## config.mk

```make
export PLATFORM = sky130hd
export DESIGN_NAME = tempdivq_reader
export DESIGN_NICKNAME = d
export VERILOG_FILES = /design/src/rtl/tempdivq_reader.sv
export SDC_FILE = /design/constraint.sdc
export NUM_CORES = 1
export LEC_CHECK = 0
export BUFFER_PORTS_ARGS = -buffer_cell sky130_fd_sc_hd__buf_2
export CORE_MARGIN = 5
export CORE_UTILIZATION = 45
export CTS_BUF_LIST = sky130_fd_sc_hd__clkbuf_4 sky130_fd_sc_hd__clkbuf_8
export CTS_CLUSTER_DIAMETER = 200
export CTS_CLUSTER_SIZE = 25
export DETAILED_ROUTE_END_ITERATION = 10
export GPL_TIMING_DRIVEN = 1
export PLACE_DENSITY = 0.8
export SLEW_MARGIN = 15
export SYNTH_ARGS = -nofsm -noshare
export SYNTH_HDL_FRONTEND = slang
export SYNTH_SLANG_ARGS = --single-unit
export TNS_END_PERCENT = 20
```

## constraint.sdc

```tcl
create_clock -name clk -period 2.55 [get_ports clk]
set_clock_uncertainty 0.15 [all_clocks]
set_input_delay 0.255 -clock clk [delete_from_list [all_inputs] [get_ports clk]]
set_output_delay 0.255 -clock clk [all_outputs]
set_load 0.005 [all_outputs]
```

## src/rtl/tempdivq_reader.sv

```systemverilog
// Streaming read-side controller for the TempdivQ quotient scratch RAM.
// Walks a wrap-around address window and emits words on a registered valid/ready stream.
module tempdivq_reader #(
  parameter int RAM_WIDTH     = 13,
  parameter int RAM_ADDR_BITS = 11
) (
  input  logic                     clk,
  input  logic                     rst,
  input  logic                     start,
  input  logic [RAM_ADDR_BITS-1:0] base_addr,
  input  logic [RAM_ADDR_BITS:0]   length,
  output logic                     busy,
  output logic                     done,
  output logic [RAM_ADDR_BITS-1:0] read_address,
  input  logic [RAM_WIDTH-1:0]     output_data,
  output logic [RAM_WIDTH-1:0]     m_data,
  output logic                     m_valid,
  output logic                     m_last,
  input  logic                     m_ready,
  output logic [1:0]               fsm_state
);

  // Stream handshake: a word moves on any rising edge where m_valid && m_ready.
  // Once raised, m_valid and its m_data/m_last hold until that transfer.

  typedef enum logic [1:0] {
    IDLE   = 2'd0,
    STREAM = 2'd1,
    FLUSH  = 2'd2
  } state_t;

  localparam logic [RAM_ADDR_BITS:0] REM_ONE = 1;

  state_t                   state, state_n;
  logic [RAM_ADDR_BITS-1:0] addr, addr_n;
  logic [RAM_ADDR_BITS:0]   remaining, remaining_n;
  logic [RAM_WIDTH-1:0]     data_n;
  logic                     valid_n;
  logic                     last_n;
  logic                     done_n;
  logic                     xfer;
  logic                     load;

  assign xfer = m_valid && m_ready;
  // The output register may refill on the same edge that drains it.
  assign load = (state == STREAM) && (remaining != '0) && (!m_valid || m_ready);

  assign read_address = addr;
  assign busy         = (state == STREAM) || (state == FLUSH);
  assign fsm_state    = state;

  always_comb begin
    state_n     = state;
    addr_n      = addr;
    remaining_n = remaining;
    data_n      = m_data;
    valid_n     = m_valid;
    last_n      = m_last;
    done_n      = 1'b0;
    case (state)
      IDLE: begin
        if (start) begin
          if (length == '0) begin
            done_n = 1'b1;
          end else begin
            addr_n      = base_addr;
            remaining_n = length;
            state_n     = STREAM;
          end
        end
      end
      STREAM: begin
        if (load) begin
          data_n      = output_data;
          valid_n     = 1'b1;
          last_n      = (remaining == REM_ONE);
          addr_n      = addr + 1'b1;
          remaining_n = remaining - 1'b1;
          if (remaining == REM_ONE) state_n = FLUSH;
        end else if (xfer) begin
          valid_n = 1'b0;
        end
      end
      FLUSH: begin
        if (xfer) begin
          valid_n = 1'b0;
          last_n  = 1'b0;
          done_n  = 1'b1;
          state_n = IDLE;
        end
      end
      default: state_n = IDLE;
    endcase
  end

  always_ff @(posedge clk or posedge rst) begin
    if (rst) begin
      state     <= IDLE;
      addr      <= '0;
      remaining <= '0;
      m_data    <= '0;
      m_valid   <= 1'b0;
      m_last    <= 1'b0;
      done      <= 1'b0;
    end else begin
      state     <= state_n;
      addr      <= addr_n;
      remaining <= remaining_n;
      m_data    <= data_n;
      m_valid   <= valid_n;
      m_last    <= last_n;
      done      <= done_n;
    end
  end

endmodule
```

# ---- Word-level counts from Yosys, hierarchy flattened
# Cells that the tools add are included.
dict set report word_totals {
  ff_bits 41
  latch_bits 0
  ram_bits 0
  rom_bits 0
  output_inout_bits 30
  word_cells 56
  mem_count 0
}
dict set report op_classes {
  n_addsub 2
  mul 0
  div_mod_pow 0
  order_cmp 0
  eq_ne 8
  n_shift 0
  muxes 24
  bitwise_logic 0
  reduce_logical 15
}
# op count
set ops {}
lappend ops {{12-bit 2-to-1 mux} 3}
lappend ops {{11-bit 2-to-1 mux} 3}
lappend ops {{12-bit one-hot mux with 2 select lines} 1}
lappend ops {{11-bit one-hot mux with 2 select lines} 1}
lappend ops {{12-bit by 1-bit == test with 1-bit output, second input constant} 1}
lappend ops {{12-bit logical NOT} 1}
lappend ops {{12-bit nonzero test} 1}
lappend ops {{12-bit by 1-bit subtractor with 12-bit output, second input constant} 1}
lappend ops {{11-bit by 1-bit adder with 11-bit output, second input constant} 1}
lappend ops {{2-bit 2-to-1 mux} 5}
lappend ops {{2-bit inequality test, second input constant} 4}
lappend ops {{1-bit 2-to-1 mux} 7}
lappend ops {{1-bit one-hot mux with 2 select lines} 3}
lappend ops {{2-bit one-hot mux with 3 select lines} 1}
lappend ops {{5-bit AND reduction} 1}
lappend ops {{4-bit AND reduction} 1}
lappend ops {{2-bit nonzero test} 2}
lappend ops {{1-bit logical AND} 3}
lappend ops {{3-bit AND reduction} 1}
lappend ops {{2-bit by 1-bit == test with 1-bit output, second input constant} 1}
lappend ops {{2-bit == test, second input constant} 1}
lappend ops {{2-bit logical NOT} 1}
lappend ops {{1-bit logical OR} 2}
lappend ops {{2-bit by 1-bit inequality test with 1-bit output, second input constant} 1}
lappend ops {{other kinds (2)} 2}

# ---- Longest topological paths before layout
dict set report logic_depth {
  ltp_word 5
  depth_mapped 10
  mapped_depth_nobuf 7
}

# ---- Worst setup path before layout
# Ideal clock, no wire load.
dict set report synth_timing {
  kind {register to register}
  start {register state[0], in the netlist fsm_state[0]}
  end {register addr[7], in the netlist read_address[7]}
  setup_ns 0.124
  arrival_time_ns 1.836
  required_ns 2.276
  setup_slack_ns 0.440
  path_stages_with_launch 8
  period_less_slack_ns 2.110
  path_cell_list {dfrtp_1 -> inv_1 -> ha_1 -> nor3b_1 -> nand4_1 -> o211a_4 -> a32o_1 -> a211o_1}
}
dict set report synth_between {
  elab_chain_cells 5
}
# item line_no
set synth_rtl {}
lappend synth_rtl {{start, declared} 34} ;# state_t state, state_n;
lappend synth_rtl {{start signal, assigned} 106} ;# state <= state_n;
lappend synth_rtl {{2-bit by 1-bit == test with 1-bit output} {46, 60}}
lappend synth_rtl {{1-bit logical AND (2 in a row)} 46} ;# assign load = (state == STREAM) && (remaining != '0) && (!m_valid || m_ready);
lappend synth_rtl {{2-bit inequality test (no line)} -}
lappend synth_rtl {{4-bit AND reduction (no line)} -}
lappend synth_rtl {{end signal, assigned} 107} ;# addr <= addr_n;
lappend synth_rtl {{end, declared} 35} ;# logic [RAM_ADDR_BITS-1:0] addr, addr_n;
# Parallel ways exist; a longest one is shown, timed or not.
# A chain may end at the register's enable or synchronous reset.

# ---- Worst setup path after layout
dict set report layout_timing {
  start {register remaining[2]}
  end {register remaining[6]}
}
dict set report layout_between {
  elab_chain_cells 5
}
# item line_no
set layout_rtl {}
lappend layout_rtl {{start, declared} 36} ;# logic [RAM_ADDR_BITS:0] remaining, remaining_n;
lappend layout_rtl {{start signal, assigned} 108} ;# remaining <= remaining_n;
lappend layout_rtl {{parallel branches: the longest is 5 deep, another holds 12-bit by 1-bit subtractor with 12-bit output} -}
# Several ways; the timed one is not identified. The select of a mux whose other input is x is not followed.

==> metrics.yaml <==
drt:
  avgViaCountPerCell: 5.62
  avgRoutedWirePerCell_um: 15.4
  wl_met2_um: 2950
  wl_met1_um: 2380
  drt-pass1-iter-count: 4
  ant_nets: 0
  wl_um: 5880
  drc_errors: 0
  dr.first_iter.drc_count: 94
  wl_met3_um: 462
  dr.max_layer_used: "met4"
  vias: 2146
power:
  p_sw_share_pct: 41.7
  comb_power_share_pct: 51.1
  p_leak_nw: 1.34
  intPower_w: 0.00220
  vdd_drop_max_v: 0.000606
  power-per-cell-area_nw_per_um2: 1290
  clockPowerShare_pct: 14.4
  seqPwrFrac_pct: 34.5
  net-switching-power_w: 0.00157
hold_path:
  hold_path_class: "in2reg"
grt:
  grt_usage_pct: 17.1
  grt_pass1_wl_um: 9140
  grt_pass1_vias: 2044
  overflow: 0
  grt_max_degree: 46
  antenna_found_initial: 0
logic_synthesis:
  netlist-cell-type-count: 48
  synth_ff_type: "dfrtp_1"
  synth_edf_count: 0
  ys_warn_count: 0
  synth-async-reset-ratio_pct: 100
  syn_area_um2: 2370
  postSynthAreaPerCell_um2: 9.95
  synth_seq_cells: 41
  syn_nets: 287
  synthCells: 238
  yosysSeqAreaShare_pct: 43.3
finish:
  diodes: 0
  nFillCells: 449
  nNetsFinal: 360
  area_growth_pct: 23.7
  drive_gt1_share_pct: 33.7
placed_design:
  place_congestion: 0.827
  dp_hpwl_um: 4090
  portBuffers: 69
  dp_slack_ns: 0.0709
floorplan:
  die_w_um: 82.5
  start_util_pct: 46.3
  io_pins: 70
  die_h_um: 82.5
  rows: 26
  dieArea_um2: 6810
  fp.coreArea_um2: 5110
setup_path:
  arrival_ns: 2.39
  critPathLaunchType: "register"
  critPathSlowestCell: "o211ai_4"
  crit_type: "reg2reg"
  worstPathRequired_ns: 2.58
  worst_path_largest_cell_delay_ns: 0.50
  path_max_fanout: 14
  crit_chain: "nor3_1 > a41oi_2 > o211ai_4 > buf_4 > a21oi_1 > a2bb2oi_1"
  cp-end-kind: "register"
cts:
  clockBufferDepth: 2
  cts_sinks: 41
  cts_tree: "done"
  cts_resized: 0
  cts_made_buffers: 5
  clk_latency_ns: 0.30
  cts-root-buf: "clkbuf_8"
  htree_levels: 2
  clk_pin_slew_worst_paths_ns: 0.09
timing:
  slew_viol_final: 0
  fmax_ghz: 0.424
  hold_viol_final: 0
  worstMarginPinSlew_ns: 0.641
  maxSlewHeadroom_pct: 57.1
  worst_slack_ns: 0.191
  finalSetupViolCount: 0
  fin_crit_ns: 2.36
  fin_crit_sh_pct: 92.5
  rsz0062_at_grt: "no"
  tns_ns: 0
run:
  drv_cap: 0
run_status:
  status: "completed"
worst paths after layout:
check                                         start                           to  slack (ns)  cells after the start
hold / removal                       output_data[8]        m_data[8]$_DFFE_PP0P_        0.03                      2
setup reg to reg           remaining[2]$_DFFE_PP0P_     remaining[6]$_DFFE_PP0P_        0.19                      6
setup / recovery           remaining[2]$_DFFE_PP0P_     remaining[6]$_DFFE_PP0P_        0.19                      6
hold reg to reg               m_data[4]$_DFFE_PP0P_        m_data[4]$_DFFE_PP0P_        0.36                      1
max in group asynchronous                       rst  read_address[1]$_DFFE_PP0P_        1.42                      4
min in group asynchronous                       rst        m_data[9]$_DFFE_PP0P_        0.47                      4
cell type report:
cell class,instances,area [µm²],area share (%)
clock buffer,5,68.8,2.35
clock inverter,3,46.3,1.58
inverter,10,37.5,1.28
multi-input combinational,176,1250,42.8
sequential,41,1030,35.0
tap,70,87.6,2.99
timing repair buffer,77,408,13.9
synthesized netlist by cell type (2+ instances only):
cell type / n / area (µm²)
o22a_1: 2 / 17.5
clkbuf_1: 2 / 7.51
nor4_1: 6 / 37.5
buf_1: 3 / 11.3
nor3_1: 4 / 20.0
a21oi_1: 9 / 45.0
a31oi_1: 3 / 18.8
buf_2: 5 / 25.0
o21ai_0: 12 / 60.1
dfrtp_1: 41 / 1030
nand2_1: 25 / 93.8
or3_1: 3 / 18.8
ha_1: 9 / 113
nand3_1: 11 / 55.1
inv_1: 10 / 37.5
and3_1: 4 / 25.0
nor3b_1: 2 / 15.0
nand4_1: 7 / 43.8
a211o_1: 5 / 43.8
nor2_1: 11 / 41.3
nor2b_1: 4 / 25.0
o21a_1: 3 / 22.5
or4_1: 2 / 15.0
mux2i_1: 3 / 30.0
a2bb2oi_1: 8 / 70.1
mux2_2: 15 / 169
o31ai_1: 2 / 15.0
o22ai_1: 5 / 31.3
a32o_1: 3 / 30.0
flip-flops by register name, summed over array words and instances (netlist names):
register,count
read_address,11
remaining,12
m_last,1
fsm_state,2
m_valid,1
done,1
m_data,13
worst max-delay path: cells and delay by family (launching register included):
kind            cells  cell delay, ns
simple gates        1            0.46
buf+inv             1            0.21
flops               1            0.43
compound gates      4            1.00
cells by family after synthesis:
logic type,share of synthesized area [%]
compound gates,19.5
fa+ha+maj,4.76
buf+inv,4.23
flops,43.3
mux,8.40
simple gates,19.8
cell usage in the layout (no fill, tap or decap), types with 4 or more instances in the layout:
| master | instances |
|---|---|
| nand4_1 | 7 |
| mux2_2 | 15 |
| buf_2 | 69 |
| o22ai_1 | 5 |
| ha_1 | 9 |
| a21oi_1 | 9 |
| clkbuf_8 | 5 |
| nand2_1 | 25 |
| nor4_1 | 6 |
| nor3_1 | 4 |
| dfrtp_1 | 41 |
| a2bb2oi_1 | 8 |
| buf_4 | 7 |
| and3_1 | 4 |
| o21ai_0 | 12 |
| nor2_1 | 11 |
| inv_1 | 10 |
| nand3_1 | 11 |
| nor2b_1 | 4 |
| a211o_1 | 5 |
metal layers:
metal | vias to the layer above | track usage, %
met5 | - | 0
met4 | 0 | 7.52
met3 | 7 | 3.36
met2 | 78 | 28.8
met1 | 1022 | 21.2
li1 | 1039 | -
stage by stage:
stage | utilization, % | total power, W | instance area [µm²] | cells | hold WS [ns]
2_1_floorplan | - | 0.00264 | 2370 | 238 | 0.244
3_3_place_gp | 54.6 | 0.00313 | 2790 | 372 | 0.266
3_5_place_dp | 54.6 | 0.00321 | 2790 | 372 | 0.264
4_1_cts | 57.1 | 0.00375 | 2920 | 381 | 0.0231
5_1_grt | 57.3 | 0.00408 | 2930 | 382 | 0.0255
6_report | 57.3 | 0.00377 | 2930 | 382 | 0.0267
timing repair:
action,4_1_cts,5_1_grt
hold buffers,1,0
hold endpoints to repair,41,0
endpoints found under the setup margin,0,12
setup buffers,0,0
power by group through the flow:
stage | clock [W] | sequential (W) | combinational [W]
6_report | 0.000541 | 0.00130 | 0.00193
3_5_place_dp | 0 | 0.00131 | 0.00190
5_1_grt | 0.000572 | 0.00135 | 0.00215
4_1_cts | 0.000550 | 0.00129 | 0.00191
2_1_floorplan | 0 | 0.00128 | 0.00136
3_3_place_gp | 0 | 0.00129 | 0.00185
Power figures use the tool's default switching activity.
